### config.mk
export PLATFORM = sky130hd
export DESIGN_NAME = regfile_mp
export DESIGN_NICKNAME = d
export VERILOG_FILES = /design/src/rtl/regfile_pkg.sv /design/src/rtl/regfile_clr_fsm.sv /design/src/rtl/regfile_mp.sv
export SDC_FILE = /design/constraint.sdc
export NUM_CORES = 1
export LEC_CHECK = 0
export CAP_MARGIN = 15
export CORE_ASPECT_RATIO = 1.4
export CORE_MARGIN = 2
export CORE_UTILIZATION = 46
export CTS_CLUSTER_SIZE = 12
export DETAILED_ROUTE_END_ITERATION = 10
export SETUP_SLACK_MARGIN = 0.3
export SLEW_MARGIN = 5
export SYNTH_ARGS = -nofsm -noshare
export SYNTH_HDL_FRONTEND = slang
export SYNTH_SLANG_ARGS = --single-unit
### constraint.sdc
create_clock -name i_clk -period 4.9 [get_ports i_clk]
set_input_delay 0.735 -clock i_clk [delete_from_list [all_inputs] [get_ports i_clk]]
set_output_delay 0.735 -clock i_clk [all_outputs]
set_load 0.02 [all_outputs]
### src/rtl/regfile_pkg.sv
// regfile_pkg: shared clear-FSM state encoding and pointer sizing helper for regfile_mp
package regfile_pkg;

    typedef enum logic {
        ST_IDLE  = 1'b0,
        ST_CLEAR = 1'b1
    } state_t;

    function automatic int ptr_w(input int depth);
        return (depth > 1) ? $clog2(depth) : 1;
    endfunction

endpackage

### src/rtl/regfile_clr_fsm.sv
// regfile_clr_fsm: clear sequencer that sweeps every register to zero after reset or on i_clr
//   i_clk, i_rst_n  clock, synchronous active-low reset (restarts the sweep)
//   i_clr           start a sweep from IDLE; ignored while sweeping
//   o_busy          sweep in progress
//   o_clr_we        storage write strobe for the sweep
//   o_clr_addr      register being zeroed this cycle
module regfile_clr_fsm
    import regfile_pkg::*;
#(
    parameter int DEPTH = 32,
    parameter int AW    = ptr_w(DEPTH)
) (
    input  logic          i_clk,
    input  logic          i_rst_n,
    input  logic          i_clr,
    output logic          o_busy,
    output logic          o_clr_we,
    output logic [AW-1:0] o_clr_addr
);

    localparam logic [AW-1:0] LAST = AW'(DEPTH - 1);

    state_t        state, state_nx;
    logic [AW-1:0] ptr, ptr_nx;

    always_ff @(posedge i_clk) begin
        if (!i_rst_n) begin
            state <= ST_CLEAR;
            ptr   <= '0;
        end else begin
            state <= state_nx;
            ptr   <= ptr_nx;
        end
    end

    always_comb begin
        state_nx = (state == ST_CLEAR) ? ((ptr == LAST) ? ST_IDLE : ST_CLEAR)
                                       : (i_clr ? ST_CLEAR : ST_IDLE);
        ptr_nx   = (state == ST_CLEAR) ? ptr + 1'b1 : '0;
    end

    always_comb begin
        o_busy     = state == ST_CLEAR;
        o_clr_we   = state == ST_CLEAR;
        o_clr_addr = ptr;
    end

endmodule

### src/rtl/regfile_mp.sv
// regfile_mp: parametrised multi-read, single-write register file with registered reads and clear sweep
//   i_clk, i_rst_n  clock, synchronous active-low reset
//   i_raddr         NRD read addresses, port k at [k*AW +: AW]
//   o_rdata         NRD registered read data, port k at [k*DW +: DW]
//   i_waddr/i_wdata/i_we  write port, accepted only when idle
//   i_clr           start a clear sweep; o_busy high while sweeping
//   REGFILE_BYPASS_EN defined: write-first same-cycle read; undefined: read-first
module regfile_mp
    import regfile_pkg::*;
#(
    parameter  int DW       = 32,
    parameter  int DEPTH    = 32,
    parameter  int NRD      = 2,
    parameter  int ZERO_REG = 1,
    localparam int AW       = ptr_w(DEPTH)
) (
    input  logic              i_clk,
    input  logic              i_rst_n,
    input  logic [NRD*AW-1:0] i_raddr,
    output logic [NRD*DW-1:0] o_rdata,
    input  logic [AW-1:0]     i_waddr,
    input  logic [DW-1:0]     i_wdata,
    input  logic              i_we,
    input  logic              i_clr,
    output logic              o_busy
);

    localparam int NA = 1 << AW;
    // One bit per encodable address: set where the register exists and is writable/readable.
    localparam logic [NA-1:0] ADDR_OK = ({NA{1'b1}} >> (NA - DEPTH)) & ~NA'(ZERO_REG != 0);

    logic [DW-1:0]     mem [NA];
    logic              clr_we;
    logic [AW-1:0]     clr_addr;
    logic              wr_ok;
    logic [NRD*DW-1:0] rd_nx;

    regfile_clr_fsm #(.DEPTH(DEPTH), .AW(AW)) u_clr_fsm (
        .i_clk      (i_clk),
        .i_rst_n    (i_rst_n),
        .i_clr      (i_clr),
        .o_busy     (o_busy),
        .o_clr_we   (clr_we),
        .o_clr_addr (clr_addr)
    );

    // A clear request wins over a write in the same cycle.
    assign wr_ok = i_rst_n && !o_busy && !i_clr && i_we && ADDR_OK[i_waddr];

    always_ff @(posedge i_clk) begin
        if (clr_we && i_rst_n)
            mem[clr_addr] <= '0;
        else if (wr_ok)
            mem[i_waddr] <= i_wdata;
    end

    genvar k;
    generate
        for (k = 0; k < NRD; k++) begin : g_rd
            logic [AW-1:0] ra;
            assign ra = i_raddr[k*AW +: AW];
`ifdef REGFILE_BYPASS_EN
            assign rd_nx[k*DW +: DW] = !ADDR_OK[ra] ? '0 : (wr_ok && ra == i_waddr) ? i_wdata : mem[ra];
`else
            assign rd_nx[k*DW +: DW] = !ADDR_OK[ra] ? '0 : mem[ra];
`endif
        end
    endgenerate

    always_ff @(posedge i_clk) begin
        o_rdata <= (!i_rst_n || o_busy) ? '0 : rd_nx;
    end

endmodule

# After elaboration in Yosys (flattened, before gate mapping)
# Memory sizes are Yosys's and may differ from the RTL's. A register that Yosys moved wholly into a read port is not among the register bits.
# Cells that the tools add are included.
word_totals:
  latchBits: 0
  romBits: 96
  output_inout_bits: 65
  word_cells: 40
  mem_count: 4
  register_bits: 6
  in_bits: 51
  ram_bits: 1024
classes:
  div: 0
  muxes: 14
  n_reduce_logical: 13
  n_mul: 0
  shift: 0
  eq_ne: 1
  bitwise: 2
  order_cmp: 3
  add_sub_neg: 1
memory_table:
  columns: ["memory", "words", "word_bits", "rd", "rd_ports_with_merged_regs", "wr", "line_no", "rtl"]
  rows:
  - ["mem", 32, 32, 2, 2, 1, "regfile_mp.sv:32", "logic [DW-1:0] mem [NA];"]
  - ["(name not given)", 32, 1, 1, 0, 0, "regfile_mp.sv:65", "assign rd_nx[k*DW +: DW] = !ADDR_OK[ra] ? '0 : mem[ra];"]
  - ["(name not given)", 32, 1, 1, 0, 0, "regfile_mp.sv:65", null]
  - ["(name not given)", 32, 1, 1, 0, 0, "regfile_mp.sv:48", "assign wr_ok = i_rst_n && !o_busy && !i_clr && i_we && ADDR_OK[i_waddr];"]
op_table:
  columns: ["operator", "n"]
  rows:
  - ["$mux W32", 1]
  - ["$reduce_or A32 Y1", 1]
  - ["$lt A5 B6 Y1 const B", 3]
  - ["$mux W1", 12]
  - ["$add A5 B1 Y5 const B", 1]
  - ["$eq A5 B5 Y1 const B", 1]
  - ["$logic_and A1 B1 Y1", 5]
  - ["$mux W5", 1]
  - ["$reduce_or A2 Y1", 2]
  - ["$logic_not A1 Y1", 3]
  - ["$not A1 Y1", 2]
  - ["$reduce_and A2 Y1", 1]
  - ["$logic_or A1 B1 Y1", 1]

# Depth between registers and ports, before layout
# Gate-level depths: netlist of run 1.
depth:
  ltp_word: 10
  ltp_mapped: 9
  depth_no_buf: 6

# Cells and area by module
# Synthesis of run 1 repeated with hierarchy kept, for this count alone.
unflattened:
  cells_unflattened: 2451
  area_unflattened_um2: 49147.1
by_module_without_submodules:
  columns: ["module", "seq_area_each_um2", "instances", "area_each_um2", "cells_per_inst"]
  rows:
  - ["regfile_mp", 32030.7, 1, 48913.2, 2428]
  - ["regfile_clr_fsm", 120.1, 1, 234.0, 23]

# Worst setup path after synthesis of run 1
# Ideal clock, no wire load.
synth_timing:
  path_kind: "input-to-reg"
  start: "input port i_waddr[4]"
  end: "memory mem[4][0] (enable)"
  setup_ns: 0.421
  path_stages: 6
  required_ns: 4.479
  slack_ns: 1.210
  arrival_ns: 3.269
  path_buffers: 1
  path_cell_list: "or3_4 -> o311a_1 -> buf_6 -> nor4b_4 -> a41oi_2 -> nor2_1"
synth_via:
  elab_chain_cells: 8
  word_cells_on_any_way: 9
  cone_classes: "mux (6); reduce/logical (2); memory (1)"
synth_rtl:
  columns: ["element", "line_no", "rtl"]
  rows:
  - ["from (decl)", "regfile_mp.sv:21", "input logic [AW-1:0] i_waddr,"]
  - ["$mem_v2 Z32 W1", null, null]
  - ["$mux W1 (implied by the code)", "regfile_mp.sv:48", null]
  - ["$logic_and A1 B1 Y1", "regfile_mp.sv:48", null]
  - ["$mux W1", "regfile_mp.sv:53", "else if (wr_ok)"]
  - ["$mux W1", "regfile_mp.sv:51", "if (clr_we && i_rst_n)"]
  - ["$mux W1 (implied by the code)", "regfile_mp.sv:54", "mem[i_waddr] <= i_wdata;"]
  - ["$reduce_or A32 Y1 (no source line)", null, null]
  - ["$mux W5 (no source line) or $mux W1 (tied branches)", null, null]
  - ["to (decl)", "regfile_mp.sv:32", null]
# Parallel ways exist; a longest one is shown, timed or not. The select of a mux whose other input is x is not followed.

# Final worst setup path of run 1
layout_timing:
  start: "input port i_waddr[2]"
  end: "memory mem[26][21] (enable)"
# The elaborated chain is that of the path after synthesis.

==> qor.csv, run 1 <==
metric,value,unit
outcome,"complete, no violations",
drt wl/cell,33.7,um
HP Class,register to register,
DP HPWL,93700,um
Rows,143,
Worst path max stage delay,0.71,ns
worst path buffer plus inverter count,2,
final WL,153000,um
Post-Synth Simple-Gate Area,3.83,%
final slew viol count,0,
Initial Utilization,46.2,%
vias in the first global route,31000,
post-route setup slack,1.41,ns
CP Launch Type,input port,
MaxCap Viol Count,0,
Slew headroom,22.7,%
Hold EP,u_clr_fsm.o_clr_addr[0]$_SDFF_PN0_,
postcts setup bufs,0,
Synth area leaders,"edfxtp_1 (62%), mux4_2 (14%), mux2i_1 (11%), dfxtp_1 (2.8%), a22oi_1 (2.7%)",
RR Endpoint,mem[26][21]$_DFFE_PP_,
area occupied by multi-input gates,17100,um^2
Synth Area in XOR/XNOR,0.0351,%
Die Wd,282,um
pre-CTS WS,0.657,ns
final period utilization,71.2,%
die area,111000,um^2
total vias in the final route,29500,
crit path DAT,3.90,ns
gr usage total,27.6,%
cell family with the largest share of critical-path delay,simple AND/OR/NAND/NOR gates,
"Clk Latency, worst-skew pair",0.73,ns
Nets,3059,
worst hold start,u_clr_fsm.o_clr_addr[0]$_SDFF_PN0_,
Compound-Gate Fraction of Synth Area,4.41,%
Fmax,287,MHz
Chip Height,394,um
TritonCTS Sinks,1094,
synth unique cells,50,
worst setup path category,input port to register,
Post-Syn Area,49900,um^2
cell count after synthesis,2864,
crit path cell chain,clkdlybuf4s50_1 > or3_4 > o311ai_4 > a21boi_1 > o32a_1 > nor2_4 > buf_4,
fill cell count,8718,
CTS Hold Buffers Added,0,
Hold Path Stages,1,
share of the synthesized area in the top cell type,61.6,%
CTS max path bufs,3,
ANT nets after route,0,
Crit Path Max Fanout,16,
Area growth syn-to-layout,13.9,%
drc violations,0,
Synth area leader,edfxtp_1,
Yosys warning count,0,
Finish-stage setup viols,0,
P per Cell Area,336,nW/um^2
TritonCTS clock tree,built,
final hold violations,0,
syn avg cell area,17.4,um^2
P_leak,0.0174,uW
Post-synth EDFFs,1024,
FF-to-FF path depth,7,
Worst R2R Setup Slack,1.80,ns
Worst setup EP type,register,
"Seq/Total Area, Yosys",64.4,%
"Primary FF master, synth",edfxtp_1,
register area,32200,um^2
crit path time final,3.49,ns
FF-to-FF Start,u_clr_fsm.o_busy$_SDFF_PN1_,
number of CTS-inserted buffers,107,
IO buf count,115,
Synth Area in Adders,0.0501,%
GRT Residual Overflow,0,
Clock transition at path regs,0.06,ns
multiplexer share of the synthesized area,25.2,%
initial antenna violation count,1,
RSZ-0062 raised after global routing,no,
1st-pass router iterations,6,
Yosys reg bits,1094,
"Slowest-stage cell, CP",nor2_4,
required time of the critical path,5.31,ns
post-cts sizing count,0,
layout cells sized above 1,22.3,%
most frequent cells in the layout,"edfxtp_1 (1024), mux2i_1 (533), mux4_2 (302)",
first-pass GRT wire length,218000,um
VDD IR max,0.000279,V
CTS Root Cell,clkbuf_16,
Synthesized Nets,2917,
Initial DRC Count,3556,
Placer Congestion,0.852,
setup TNS,0,ns
Vias/cell,6.48,
core area,108000,um^2
pin count of the biggest net entering global routing,88,
clk_skew,0.0269,ns
largest family of logic cells by synthesized area,multiplexers,
actual slew at the worst max-slew pin,1.16,ns
"commonest non-fill, non-tap cell in the layout",edfxtp_1,
asr flop ratio synth,0,%
io pins,116,
H-tree depth,3,
==> state kept, by name, summed over array words and instances, names as in the netlist <==
register,flops
mem,1024
o_rdata,64
u_clr_fsm.o_clr_addr,5
u_clr_fsm.o_busy,1
==> logic make-up after synthesis <==
logic type	count (synthesis)
flip-flops	1094
multiplexers	873
AND/OR/NAND/NOR	379
AO/OA/AOI/OAI	288
buffers and inverters	226
XOR/XNOR	2
adder cells (fa/ha/maj)	2
==> Yosys cell counts (2+ instances only) <==
library cell	number
a41oi_2	4
nand3_1	81
dfxtp_1	70
mux4_2	302
and4b_1	2
buf_6	2
a31oi_2	3
nand2_1	132
a21oi_1	32
and3_1	30
edfxtp_1	1024
nand4_1	35
nor4b_4	2
buf_4	14
and2_1	35
a221o_1	6
clkbuf_1	107
a22oi_1	178
inv_1	2
nor2b_1	8
buf_2	92
mux2i_1	533
mux2_2	38
nor4b_2	2
o2111ai_1	23
nor2_1	43
nor3_1	2
ha_1	2
o21ai_0	2
a31oi_1	6
o211ai_1	26
buf_1	8
==> through the flow <==
step / utilization, % / instance area (um^2) / hold slack (ns) / cells / total power [uW]
after CTS: 52.6 / 56900 / 0.534 / 4544 / 19200
after detailed placement: 49.6 / 53600 / 0.518 / 4347 / 11500
after floorplan: - / 49900 / 0.461 / 2864 / 11100
after global routing: 52.6 / 56900 / 0.567 / 4544 / 19600
after global placement: 49.6 / 53600 / 0.504 / 4347 / 11400
final: 52.6 / 56900 / 0.533 / 4545 / 19100
==> how the worst max path moves through the flow <==
stage / from / end / slack, ns / cells after the start
after floorplan: i_waddr[4] / mem[4][0]$_DFFE_PP_ / 1.21 / 6
after CTS: i_waddr[2] / mem[26][21]$_DFFE_PP_ / 1.43 / 7
after global routing: i_waddr[2] / mem[26][21]$_DFFE_PP_ / 1.33 / 7
final: i_waddr[2] / mem[26][21]$_DFFE_PP_ / 1.41 / 7
after detailed placement: i_waddr[2] / mem[26][28]$_DFFE_PP_ / 0.66 / 7
after global placement: i_waddr[2] / mem[26][24]$_DFFE_PP_ / 0.69 / 7
==> layer usage <==
metal / GRT usage (%) / wire length (um) / vias to the layer above / share of wire [%]
li1: - / - / 12100 / -
met1: 35.9 / 58500 / 15600 / 38
met2: 46.5 / 76700 / 1454 / 50
met3: 4.26 / 11600 / 328 / 7.6
met4: 10.9 / 6280 / 0 / 4.1
met5: 0 / 0 / - / 0
==> report_power, final <==
part | switching (uW) | leakage, uW | internal (uW)
clock | 3500 | 0.00157 | 4340
sequential | 28.5 | 0.00838 | 10100
combinational | 655 | 0.00743 | 455
total | 4190 | 0.0174 | 14900
==> final cells by class <==
class	count	share of cell area, %
Antenna cell	1	0.00440
Sequential cell	1094	56.5
Clock buffer	178	5.45
Clock inverter	19	0.260
Tap cell	1450	3.19
Timing Repair Buffer	257	4.52
Inverter	2	0.0132
Multi-Input combinational cell	1544	30.0
Power figures use the tool's default switching activity.
==> run 2, diff against run 1 <==
==> constraint.sdc (replaced) <==
create_clock -name i_clk -period 3.23 [get_ports i_clk]
set_input_delay 0.4845 -clock i_clk [delete_from_list [all_inputs] [get_ports i_clk]]
set_output_delay 0.4845 -clock i_clk [all_outputs]
set_load 0.02 [all_outputs]
==> run 2 against run 1 <==
  * Sequential share of layout area fell by 1.7 points
  * Wire length rose by 4.6%
  * Highest routed layer unchanged
  * Final area rose by 3.0%
  * Combinational power rose by 65%
  * Final cell count rose by 1.6%
  * Flip-flop and latch count did not move
  * Sequential power rose by 51%
  * Non-clock buffer count rose by 74
  * Critical endpoint is now mem[15][24]$_DFFE_PP_
  * Largest cell class unchanged
  * Power rose by 54%
==> qor.csv, run 2 (synthesized netlist as in run 1, its figures left out) <==
metric,value,unit
post-cts sizing count,0,
Area after DPL,55200,um^2
Slew headroom,39.2,%
Nets,3134,
crit path DAT,3.01,ns
required time of the critical path,3.64,ns
final period utilization,80.7,%
crit path cell chain,clkdlybuf4s50_1 > or3_4 > o311a_2 > buf_4 > nor3_1 > a41oi_2 > nor2_4 > buf_12,
pin count of the biggest net entering global routing,63,
layout cells sized above 1,24.4,%
Initial Utilization,46.2,%
Crit Path Max Fanout,16,
Vias/cell,6.49,
Worst R2R Setup Slack,0.78,ns
PnR Total Power,29300,uW
gr usage total,28.8,%
core area,108000,um^2
RR Endpoint,mem[22][25]$_DFFE_PP_,
Chip Height,394,um
DP HPWL,105000,um
setup TNS,0,ns
Worst setup EP type,register,
RSZ-0062 raised after global routing,no,
cell area after layout,58600,um^2
FF-to-FF Start,u_clr_fsm.o_busy$_SDFF_PN1_,
final slew viol count,0,
Rows,143,
H-tree depth,3,
TritonCTS Sinks,1094,
fill cell count,8489,
FF-to-FF path depth,8,
end point of the critical path,mem[15][24]$_DFFE_PP_,
Clock transition at path regs,0.06,ns
Stages on worst setup path,8,
Crit. Startpoint,i_waddr[4],
initial antenna violation count,4,
"Slowest-stage cell, CP",o311a_2,
Largest Register,mem,
worst setup path category,input port to register,
1st-pass router iterations,6,
drc violations,0,
drt wl/cell,34.7,um
P per Cell Area,501,nW/um^2
TritonCTS clock tree,built,
io pins,116,
worst hold start,i_raddr[8],
die area,111000,um^2
IO buf count,115,
CTS max path bufs,3,
CP Launch Type,input port,
HP Class,input port to register,
total vias in the final route,30000,
outcome,"complete, no violations",
clk_skew,0.0264,ns
Placer Congestion,0.899,
P_leak,0.0181,uW
MaxCap Viol Count,0,
number of CTS-inserted buffers,108,
Inserted Diodes,0,
crit path time final,2.61,ns
most frequent cells in the layout,"edfxtp_1 (1024), mux2i_1 (533), mux4_2 (302)",
CTS Hold Buffers Added,0,
"commonest non-fill, non-tap cell in the layout",edfxtp_1,
Largest register FFs,1024,
VDD IR max,0.000445,V
Area growth syn-to-layout,17.4,%
final hold violations,0,
actual slew at the worst max-slew pin,0.913,ns
vias in the first global route,31200,
worst path buffer plus inverter count,3,
Finish-stage setup viols,0,
final WL,160000,um
cell family with the largest share of critical-path delay,simple AND/OR/NAND/NOR gates,
CTS Root Cell,clkbuf_16,
first-pass GRT wire length,226000,um
postcts setup bufs,0,
Worst path max stage delay,0.49,ns
Fmax,384,MHz
"Clk Latency, worst-skew pair",0.72,ns
Initial DRC Count,3282,
GRT Residual Overflow,0,
Die Wd,282,um
ANT nets after route,0,
run 2: cell types whose count changed in the layout (fill, tap and decap cells not counted), moves of 2 or more:
cell,delta
buf_12,+83
buf_4,-9
clkbuf_1,-6
clkbuf_8,+6
clkinv_1,-3
clkinv_16,+2
run 2: area by class of cell:
type	count	area (um^2)	area share (%)
clock buffer	179	3180	5.43
clock inverter	19	196	0.335
inverter	2	7.51	0.0128
multi-input combinational	1544	17100	29.1
sequential	1094	32200	54.9
tap	1450	1810	3.10
timing repair buffer	331	4160	7.11
run 2: worst min path at each step:
stage | slack, ns | cells after the start | endpoint
floorplan | 0.46 | 1 | u_clr_fsm.o_clr_addr[0]$_SDFF_PN0_
global placement | 0.49 | 1 | u_clr_fsm.o_clr_addr[0]$_SDFF_PN0_
detailed placement | 0.50 | 1 | u_clr_fsm.o_clr_addr[0]$_SDFF_PN0_
CTS | 0.16 | 3 | o_rdata[35]$_SDFF_PP0_
global route | 0.21 | 3 | o_rdata[35]$_SDFF_PP0_
finish | 0.20 | 3 | o_rdata[35]$_SDFF_PP0_
run 2: per-layer routing:
layer / up-vias / routed length, um / track usage, %
li1: 12300 / - / -
met3: 397 / 10800 / 4.02
met1: 15800 / 58300 / 35.3
met4: 0 / 10000 / 16.7
met2: 1518 / 80900 / 48.6
met5: - / 0 / 0
run 2: worst min-delay path: cells and delay by family:
kind            cells  cell delay (ns)
compound gates      1             0.10
buf+inv             1             0.19
simple gates        1             0.08
run 2: through the flow:
| stage | hold WS, ns | util [%] | cells | setup WS (ns) |
|---|---|---|---|---|
| 2_1_floorplan | 0.461 | - | 2864 | -0.210 |
| 3_3_place_gp | 0.491 | 51.1 | 4420 | -0.0699 |
| 3_5_place_dp | 0.504 | 51.1 | 4420 | -0.0509 |
| 4_1_cts | 0.163 | 54.2 | 4618 | 0.705 |
| 5_1_grt | 0.209 | 54.2 | 4619 | 0.584 |
| 6_report | 0.204 | 54.2 | 4619 | 0.625 |
run 2: power by group:
group | internal (uW) | leakage (uW) | switching [uW]
Combinational | 756 | 0.00808 | 1070
Sequential | 15400 | 0.00838 | 43.6
Clock | 6780 | 0.00163 | 5340
Total | 22900 | 0.0181 | 6450
